[config.mk]
export PLATFORM = sky130hd
export DESIGN_NAME = freg_sequencer
export DESIGN_NICKNAME = d
export VERILOG_FILES = /design/src/rtl/sparhixcel_pkg.sv /design/src/rtl/freg_tap_pick.sv /design/src/rtl/freg_sequencer.sv
export SDC_FILE = /design/constraint.sdc
export NUM_CORES = 1
export LEC_CHECK = 0
export BUFFER_PORTS_ARGS = -buffer_cell sky130_fd_sc_hd__buf_2
export CORE_UTILIZATION = 38
export CTS_CLUSTER_SIZE = 25
export DETAILED_ROUTE_END_ITERATION = 8
export GPL_TIMING_DRIVEN = 1
export PLACE_DENSITY = 0.65
export REMOVE_ABC_BUFFERS = 1
export SLEW_MARGIN = 15
export SYNTH_ARGS = -nofsm -noshare
export SYNTH_HDL_FRONTEND = slang
export SYNTH_HIERARCHICAL = 1
export SYNTH_SLANG_ARGS = --single-unit
[constraint.sdc]
create_clock -name clk_i -period 6.1 [get_ports clk_i]
set_clock_uncertainty 0.1 [all_clocks]
set_input_delay 0.305 -clock clk_i [delete_from_list [all_inputs] [get_ports clk_i]]
set_output_delay 0.305 -clock clk_i [all_outputs]
set_load 0.02 [all_outputs]
[src/rtl/sparhixcel_pkg.sv]
// Shared definitions for the feature-register sequencer.
//   - default widths for the sequencer parameters
//   - FSM state enum
//   - 16-bit saturating add used by the optional performance counters
//     (FREG_SEQ_PERF_EN)
package sparhixcel_pkg;

    localparam int FREG_N_DEF         = 3;
    localparam int FREG_I_WIDTH_DEF   = 8;
    localparam int FREG_LEN_WIDTH_DEF = 10;

    typedef enum logic [2:0] {
        S_IDLE,
        S_CLEAR,
        S_FILL,
        S_RUN,
        S_WAIT,
        S_DONE
    } freg_state_e;

    function automatic logic [15:0] sat_add16(input logic [15:0] a, input logic [15:0] b);
        logic [16:0] s;
        s = {1'b0, a} + {1'b0, b};
        return s[16] ? 16'hFFFF : s[15:0];
    endfunction

endpackage

[src/rtl/freg_tap_pick.sv]
// Next-set-bit search over the nonzero-tap mask.
//   mask_i : latched nonzero-tap mask
//   cur_i  : first index that may be selected
//   next_o : lowest set index >= cur_i (0 when none)
//   last_o : no set bit above next_o; also 1 for an empty search
module freg_tap_pick
    import sparhixcel_pkg::*;
#(
    parameter int N         = FREG_N_DEF,
    parameter int SEL_WIDTH = $clog2(N)
) (
    input  logic [N-1:0]         mask_i,
    input  logic [SEL_WIDTH-1:0] cur_i,
    output logic [SEL_WIDTH-1:0] next_o,
    output logic                 last_o
);

    always_comb begin
        logic found;
        found  = 1'b0;
        next_o = '0;
        last_o = 1'b1;
        for (int i = 0; i < N; i++) begin
            if (mask_i[i] && (i >= int'(cur_i))) begin
                if (!found) begin
                    next_o = SEL_WIDTH'(i);
                    found  = 1'b1;
                end else begin
                    last_o = 1'b0;
                end
            end
        end
    end

endmodule

[src/rtl/freg_sequencer.sv]
// Sequencer for the sparse-kernel input shift register.
// Clears the shift register, fills it with N features, then walks every
// window of the row emitting the nonzero taps of the latched mask, shifting
// in one new feature between windows.
//   clk_i, rst_n_i            : clock, async active-low reset
//   start_i, row_len_i,
//   nz_mask_i                 : row command (sampled in IDLE)
//   feat_valid_i/feat_ready_o/
//   feat_data_i               : feature source handshake
//   freg_rst_o, shift_en_o,
//   in_feature_o              : shift-register control and data
//   f_sel_o, sel_valid_o,
//   win_last_o                : tap select stream
//   busy_o, done_o, err_o     : status
// Optional: FREG_SEQ_PERF_EN adds stall_cnt_o / skip_cnt_o.
module freg_sequencer
    import sparhixcel_pkg::*;
#(
    parameter int N         = FREG_N_DEF,
    parameter int I_WIDTH   = FREG_I_WIDTH_DEF,
    parameter int SEL_WIDTH = $clog2(N),
    parameter int LEN_WIDTH = FREG_LEN_WIDTH_DEF
) (
    input  logic                 clk_i,
    input  logic                 rst_n_i,
    input  logic                 start_i,
    input  logic [LEN_WIDTH-1:0] row_len_i,
    input  logic [N-1:0]         nz_mask_i,
    input  logic                 feat_valid_i,
    output logic                 feat_ready_o,
    input  logic [I_WIDTH-1:0]   feat_data_i,
    output logic                 freg_rst_o,
    output logic                 shift_en_o,
    output logic [I_WIDTH-1:0]   in_feature_o,
    output logic [SEL_WIDTH-1:0] f_sel_o,
    output logic                 sel_valid_o,
    output logic                 win_last_o,
    output logic                 busy_o,
    output logic                 done_o,
    output logic                 err_o
`ifdef FREG_SEQ_PERF_EN
    ,
    output logic [15:0]          stall_cnt_o,
    output logic [15:0]          skip_cnt_o
`endif
);

    localparam logic [LEN_WIDTH-1:0] N_L       = LEN_WIDTH'(N);
    localparam logic [LEN_WIDTH-1:0] FILL_LAST = LEN_WIDTH'(N - 1);

    freg_state_e            state_q, state_d;
    logic [LEN_WIDTH-1:0]   len_q;
    logic [N-1:0]           mask_q;
    logic [LEN_WIDTH-1:0]   win_q, win_d;     // windows already completed
    logic [LEN_WIDTH-1:0]   fill_q, fill_d;   // FILL handshakes so far
    logic [SEL_WIDTH-1:0]   idx_q, idx_d;     // search start inside window
    logic                   rst_hold_q;       // keeps freg_rst_o up until first clock after reset
    logic [SEL_WIDTH-1:0]   pick_idx;
    logic                   pick_last;
    logic                   start_ok;
    logic                   final_win;

    freg_tap_pick #(.N(N), .SEL_WIDTH(SEL_WIDTH)) u_pick (
        .mask_i (mask_q),
        .cur_i  (idx_q),
        .next_o (pick_idx),
        .last_o (pick_last)
    );

    assign final_win    = (win_q == len_q - N_L);
    assign busy_o       = (state_q != S_IDLE);
    assign freg_rst_o   = rst_hold_q | (state_q == S_CLEAR);
    assign in_feature_o = shift_en_o ? feat_data_i : '0;

    always_comb begin
        state_d      = state_q;
        win_d        = win_q;
        fill_d       = fill_q;
        idx_d        = idx_q;
        start_ok     = 1'b0;
        feat_ready_o = 1'b0;
        shift_en_o   = 1'b0;
        sel_valid_o  = 1'b0;
        f_sel_o      = '0;
        win_last_o   = 1'b0;
        done_o       = 1'b0;
        err_o        = 1'b0;
        case (state_q)
            S_IDLE: begin
                if (start_i) begin
                    if (row_len_i >= N_L) begin
                        start_ok = 1'b1;
                        state_d  = S_CLEAR;
                        win_d    = '0;
                        fill_d   = '0;
                        idx_d    = '0;
                    end else begin
                        // keep err_o quiet while reset is held
                        err_o = rst_n_i;
                    end
                end
            end
            S_CLEAR: state_d = S_FILL;
            S_FILL: begin
                feat_ready_o = 1'b1;
                if (feat_valid_i) begin
                    shift_en_o = 1'b1;
                    if (fill_q == FILL_LAST) state_d = S_RUN;
                    else                     fill_d  = fill_q + 1'b1;
                end
            end
            S_RUN: begin
                // an empty mask still spends one marker cycle per window
                sel_valid_o = |mask_q;
                f_sel_o     = (|mask_q) ? pick_idx : '0;
                win_last_o  = pick_last;
                if (!pick_last) begin
                    idx_d = pick_idx + 1'b1;
                end else begin
                    idx_d = '0;
                    if (final_win) begin
                        state_d = S_DONE;
                    end else begin
                        // next feature is taken on the window's last cycle so
                        // the following window starts without a bubble
                        feat_ready_o = 1'b1;
                        if (feat_valid_i) begin
                            shift_en_o = 1'b1;
                            win_d      = win_q + 1'b1;
                        end else begin
                            state_d = S_WAIT;
                        end
                    end
                end
            end
            S_WAIT: begin
                feat_ready_o = 1'b1;
                if (feat_valid_i) begin
                    shift_en_o = 1'b1;
                    win_d      = win_q + 1'b1;
                    state_d    = S_RUN;
                end
            end
            S_DONE: begin
                done_o  = 1'b1;
                state_d = S_IDLE;
            end
            default: state_d = S_IDLE;
        endcase
    end

    always_ff @(posedge clk_i or negedge rst_n_i) begin
        if (!rst_n_i) begin
            state_q    <= S_IDLE;
            len_q      <= '0;
            mask_q     <= '0;
            win_q      <= '0;
            fill_q     <= '0;
            idx_q      <= '0;
            rst_hold_q <= 1'b1;
        end else begin
            state_q    <= state_d;
            win_q      <= win_d;
            fill_q     <= fill_d;
            idx_q      <= idx_d;
            rst_hold_q <= 1'b0;
            if (start_ok) begin
                len_q  <= row_len_i;
                mask_q <= nz_mask_i;
            end
        end
    end

`ifdef FREG_SEQ_PERF_EN
    localparam logic [15:0] N16 = 16'(N);

    logic [15:0] stall_q, skip_q;

    always_ff @(posedge clk_i or negedge rst_n_i) begin
        if (!rst_n_i) begin
            stall_q <= '0;
            skip_q  <= '0;
        end else if (start_ok) begin
            stall_q <= '0;
            skip_q  <= '0;
        end else begin
            if (state_q == S_WAIT)
                stall_q <= sat_add16(stall_q, 16'd1);
            // zero taps of a window are accounted once, on its last cycle
            if (state_q == S_RUN && pick_last)
                skip_q <= sat_add16(skip_q, N16 - 16'($countones(mask_q)));
        end
    end

    assign stall_cnt_o = stall_q;
    assign skip_cnt_o  = skip_q;
`endif

endmodule

# Word level (Yosys, flattened, before mapping)
# Index checks and enable logic that the tools add are counted.
[classes]
n_addsub = 4
order_cmp = 4
eq_ne = 16
mux = 51
bitwise_logic = 1
reduce_logical = 14
[op_table]
columns = ["op", "n"]
rows = [
  ["$mux W10", 7],
  ["$pmux W10 S3", 1],
  ["$mux W3", 8],
  ["$mux W1", 21],
  ["$add A10 B1 Y10 const B", 2],
  ["$pmux W10 S2", 1],
  ["$mux W2", 8],
  ["$ne A2 B2 Y1 const B", 8],
  ["$pmux W3 S5", 1],
  ["$eq A10 B10 Y1", 1],
  ["$eq A10 B2 Y1 const B", 1],
  ["$ge A10 B2 Y1 const B", 1],
  ["$reduce_and A5 Y1", 2],
  ["$sub A10 B2 Y10 const B", 1],
  ["$mux W8", 1],
  ["$reduce_and A7 Y1", 1],
  ["$eq A3 B2 Y1 const B", 2],
  ["$eq A3 B3 Y1 const B", 2],
  ["$reduce_bool A3 Y1", 2],
  ["$ge A1 B2 Y1 const A", 2],
  ["$pmux W1 S2", 2],
  ["$pmux W2 S2", 1],
  ["$reduce_bool A2 Y1", 2],
  ["$eq A3 B1 Y1 const B", 1],
  ["9 further kinds", 11],
]
[word_totals]
reg_bits = 39
in_bits = 25
out_inout_bits = 18
word_cells = 97

# Depth between registers and ports, before layout
[logic_depth]
depth_word = 10
depth_mapped = 10
mapped_depth_nobuf = 9

# Modules after synthesis
# Netlist, hierarchy kept.
[by_module_without_submodules]
columns = ["mod", "instances", "cells_per_inst", "area_each_um2", "seq_area_each_um2"]
rows = [
  ["freg_sequencer", 1, 293, 2381.0, 977.2],
  ["freg_tap_pick", 1, 8, 61.3, 0.0],
]

# Least setup slack after synthesis
# Ideal clock, no wire load.
[synth_timing]
path_kind = "register to output"
startpoint = "register len_q[0]"
endpoint = "output in_feature_o[0]"
t_arrival_ns = 2.599
required_time_ns = 5.695
path_slack_ns = 3.096
stages_incl_launch_ff = 10
path_buffers = 0
cell_sequence = "dfrtp_1 -> ha_1 -> or4_4 -> or3b_1 -> a31oi_1 -> nand4_1 -> nor2_1 -> o21ai_1 -> a21boi_2 -> nor2_1"
[synth_via]
elab_chain_len = 6
[synth_rtl]
columns = ["element", "line", "source"]
rows = [
  ["start, declared", "freg_sequencer.sv:52", "logic [LEN_WIDTH-1:0] len_q;"],
  ["start signal, assigned", "freg_sequencer.sv:168", "len_q <= row_len_i;"],
  ["$sub A10 B2 Y10", "freg_sequencer.sv:70", "assign final_win = (win_q == len_q - N_L);"],
  ["$eq A10 B10 Y1", "freg_sequencer.sv:70", ""],
  ["$mux W1", "freg_sequencer.sv:121", "if (final_win) begin"],
  ["$mux W1", "freg_sequencer.sv:117", "if (!pick_last) begin"],
  ["$pmux W1 S2", "freg_sequencer.sv:88", "case (state_q)"],
  ["$mux W8", "freg_sequencer.sv:73", "assign in_feature_o = shift_en_o ? feat_data_i : '0;"],
  ["end, declared", "freg_sequencer.sv:34", "output logic [I_WIDTH-1:0] in_feature_o,"],
]
# Every way passes these cells.

# Worst setup path in the final report
[layout_timing]
startpoint = "register len_q[0]"
endpoint = "output in_feature_o[7]"
# The elaborated chain is that of the path after synthesis.

==> impl_metrics.yaml <==
floorplanning:
  dieHeight_um: 82.2
  initial_core_util_pct: 40.3
  rows: 28
  io_pins: 43
  die_x_um: 82.2
  core_um2: 6060
  die_area_um2: 6750
grt:
  overflow: 0
  antenna_found_initial: 0
  grt.met2_usage_pct: 27.0
  grt_busiest_layer: "met2"
  grt_pass1_wl_mm: 8.84
  grtUsageMet3_pct: 5.16
  use_met1_pct: 22.8
  grt_max_degree: 41
  grt_pass1_vias: 1919
  grt_usage_pct: 17.3
yosys:
  synth_area_leaders: "dfrtp_1 39%, nand2_1 10%, xnor2_1 4.7%, nor2_1 4.6%, xor2_1 3.2%"
  synth_top_area_share_pct: 38.9
  ys_seq_area_share_pct: 40.0
  yosysWarnings: 6
  synth_seq_cells: 39
  synth-main-ff-cell: "dfrtp_1"
  avgSynthCellArea_um2: 8.11
  ys_async_sr_fraction_pct: 100
  synth_cells: 301
  synth_edf_count: 0
  ys_types: 49
  syn-cell-area_um2: 2440
  yosysTopAreaCell: "dfrtp_1"
timing:
  slew_violations: 0
  finalCritPeriodShare_pct: 58.1
  rsz0062_at_grt: "no"
  setup_ws_ns: 2.55
  slew_headroom_pct: 40.2
  finalCriticalPeriod_ns: 3.55
  hold_viol: 0
  setup_viol: 0
  worst_pin_slew_ns: 0.898
  fmax_mhz: 282
  fin_tns_setup_ns: 0
detailed_routing:
  viasPerCell: 5.23
  num_vias: 2182
  dr.pass1.iters: 4
  ant_nets: 0
  drc: 0
  drt_iter0_markers: 147
  wirelength_mm: 5.42
  post_drt_wl_per_cell_um: 13.0
worst_hold_path:
  hold_class: "input pin to asynchronous set/reset pin"
placed_design:
  gp_congestion: 0.806
  hpwl_mm: 3.97
  dp_cells: 409
  pre_cts_slack_ns: 2.87
  portBuffers: 42
worst_setup_path:
  cp-end-kind: "output pin"
  worstSetupStartpointType: "flip-flop"
  crit_slowest_cell: "or4_4"
  crit_path_frequent_cell: "nor2_1"
  slowest_delay_ns: 0.56
  path_class: "flip-flop to output pin"
  path_delay_family: "simple AND/OR/NAND/NOR gates"
  cp_cell_sequence: "ha_1, or4_4, or3b_1, a31oi_1, nand4_1, nor2_1, o21ai_1, a21boi_2, nor2_1, buf_2"
  crit_arrival_ns: 3.14
  required_ns: 5.69
  crit_path_max_fanout: 10
  path_buf_inv: 1
clock_tree:
  postCtsSetupRepairBufs: 0
  cts.path.max_buffers: 2
  cts_sinks: 39
  hold_buffers: 0
  htree_levels: 2
  worstSkewPairLatency_ns: 0.29
  cts_resized: 0
  cts_tree: "built"
  root_buffer: "clkbuf_8"
  clk_pin_slew_ns: 0.07
  numCtsBuffers: 5
cells_and_area:
  area_growth_pct: 15.0
  seq_area_um2: 977
  final_util_pct: 46.3
  layoutNonFillerInstCount: 417
  final_common_cell: "nand2_1"
  fillers: 577
  multi_input_area_um2: 1380
  n_antenna_cell: 0
  final_cell_mix: "65 x nand2_1, 42 x buf_2, 38 x dfrtp_1"
  drive_gt1_share_pct: 17.5
  nets: 370
run:
  drv_cap: 0
status:
  outcome: "complete, no violations"
power:
  total_power_w: 0.00120
  switching_share_pct: 45.1
  clockPowerShare_pct: 15.9
  power_frac_seq_pct: 36.1
  irDropWorstVdd_mv: 0.221
  power_frac_comb_pct: 48.0
  switchingPower_w: 0.000542
  leakage_nw: 1.33
  power_density_nw_per_um2: 428
  internal-power_w: 0.000660
==> power by group through the flow <==
stage | Sequential (W) | Combinational [W] | Clock [W]
floorplan | 0.000408 | 0.000448 | 0
global placement | 0.000435 | 0.000569 | 0
detailed placement | 0.000436 | 0.000578 | 0
CTS | 0.000432 | 0.000581 | 0.000198
global route | 0.000448 | 0.000655 | 0.000209
finish | 0.000435 | 0.000577 | 0.000191
==> area by class of cell <==
type / instances / share of cell area, %
multi-input cells: 242 / 49.2
flip-flops and latches: 39 / 34.8
repair buffers: 43 / 7.75
clock buffers: 8 / 3.56
well taps: 75 / 3.34
inverters: 10 / 1.34
==> synth_stat cells (all sizes together), types with 2 or more instances <==
library cell,number
or3,7
or4,3
nand3,12
o21a,2
and2,5
inv,10
nor2b,3
nor3,13
nand2,65
nand2b,2
ha,4
nand4,7
buf,2
nor4,3
a31oi,4
nor3b,2
a22o,2
nor2,30
xnor2,13
a221oi,2
and3,5
o211ai,3
dfrtp,38
a21boi,2
xor2,9
o21ai,15
mux2,2
a21o,2
a21oi,15
o31ai,2
clkbuf,8
==> path summary, 6_finish.rpt <==
kind	startpoint	to	slack [ns]	cells after the start
worst max-delay path	len_q[0]	in_feature_o[7]	2.55	10
worst max register to register	len_q[0]	win_q[1]	3.05	9
max in group asynchronous	rst_n_i	state_q[1]	5.30	1
worst min register to register	mask_q[0]	mask_q[0]	0.43	2
worst min-delay path	rst_n_i	len_q[9]	0.03	1
min in group clk_i	nz_mask_i[1]	mask_q[1]	0.10	3
==> per-stage QoR <==
stage	cell area (um2)	hold WS (ns)
finish	2810	0.0312
global route	2810	0.110
CTS	2810	0.0675
detailed placement	2710	0.386
global placement	2710	0.385
floorplan	2400	-0.0906
==> state kept, by name, indices dropped and copies added, names as in the netlist <==
| name | flops |
|---|---|
| fill_q | 10 |
| mask_q | 3 |
| len_q | 10 |
| rst_hold_q | 1 |
| idx_q | 2 |
| state_q | 3 |
| win_q | 10 |
==> metal layers <==
layer	wire [um]	part of all wire (%)	up-vias
li1	-	-	1122
met1	2680	49	1009
met4	80	1.5	0
met5	0	0	-
met3	235	4.3	10
met2	2420	45	41
==> worst reg2reg max path: cells and delay by family, from the launching register on <==
kind,cells,cell delay (ns)
flops,1,0.43
mux,1,0.32
fa+ha+maj,1,0.27
simple gates,4,1.16
compound gates,3,0.66
==> cells by family (layout without fill, tap and decap cells) <==
kind of cell	count (synthesis)	count (layout)	synth area share [%]
and+or+nand+nor	159	159	31.0
AOI/OAI and AO/OA	54	54	14.5
DFF	39	39	40.0
xor gates and xnor gates	22	22	7.89
buffers and inverters	20	61	3.38
adders and majority gates	4	4	2.05
muxes	2	2	0.922
other	1	1	0.154
(Power assumes the default switching activity.)
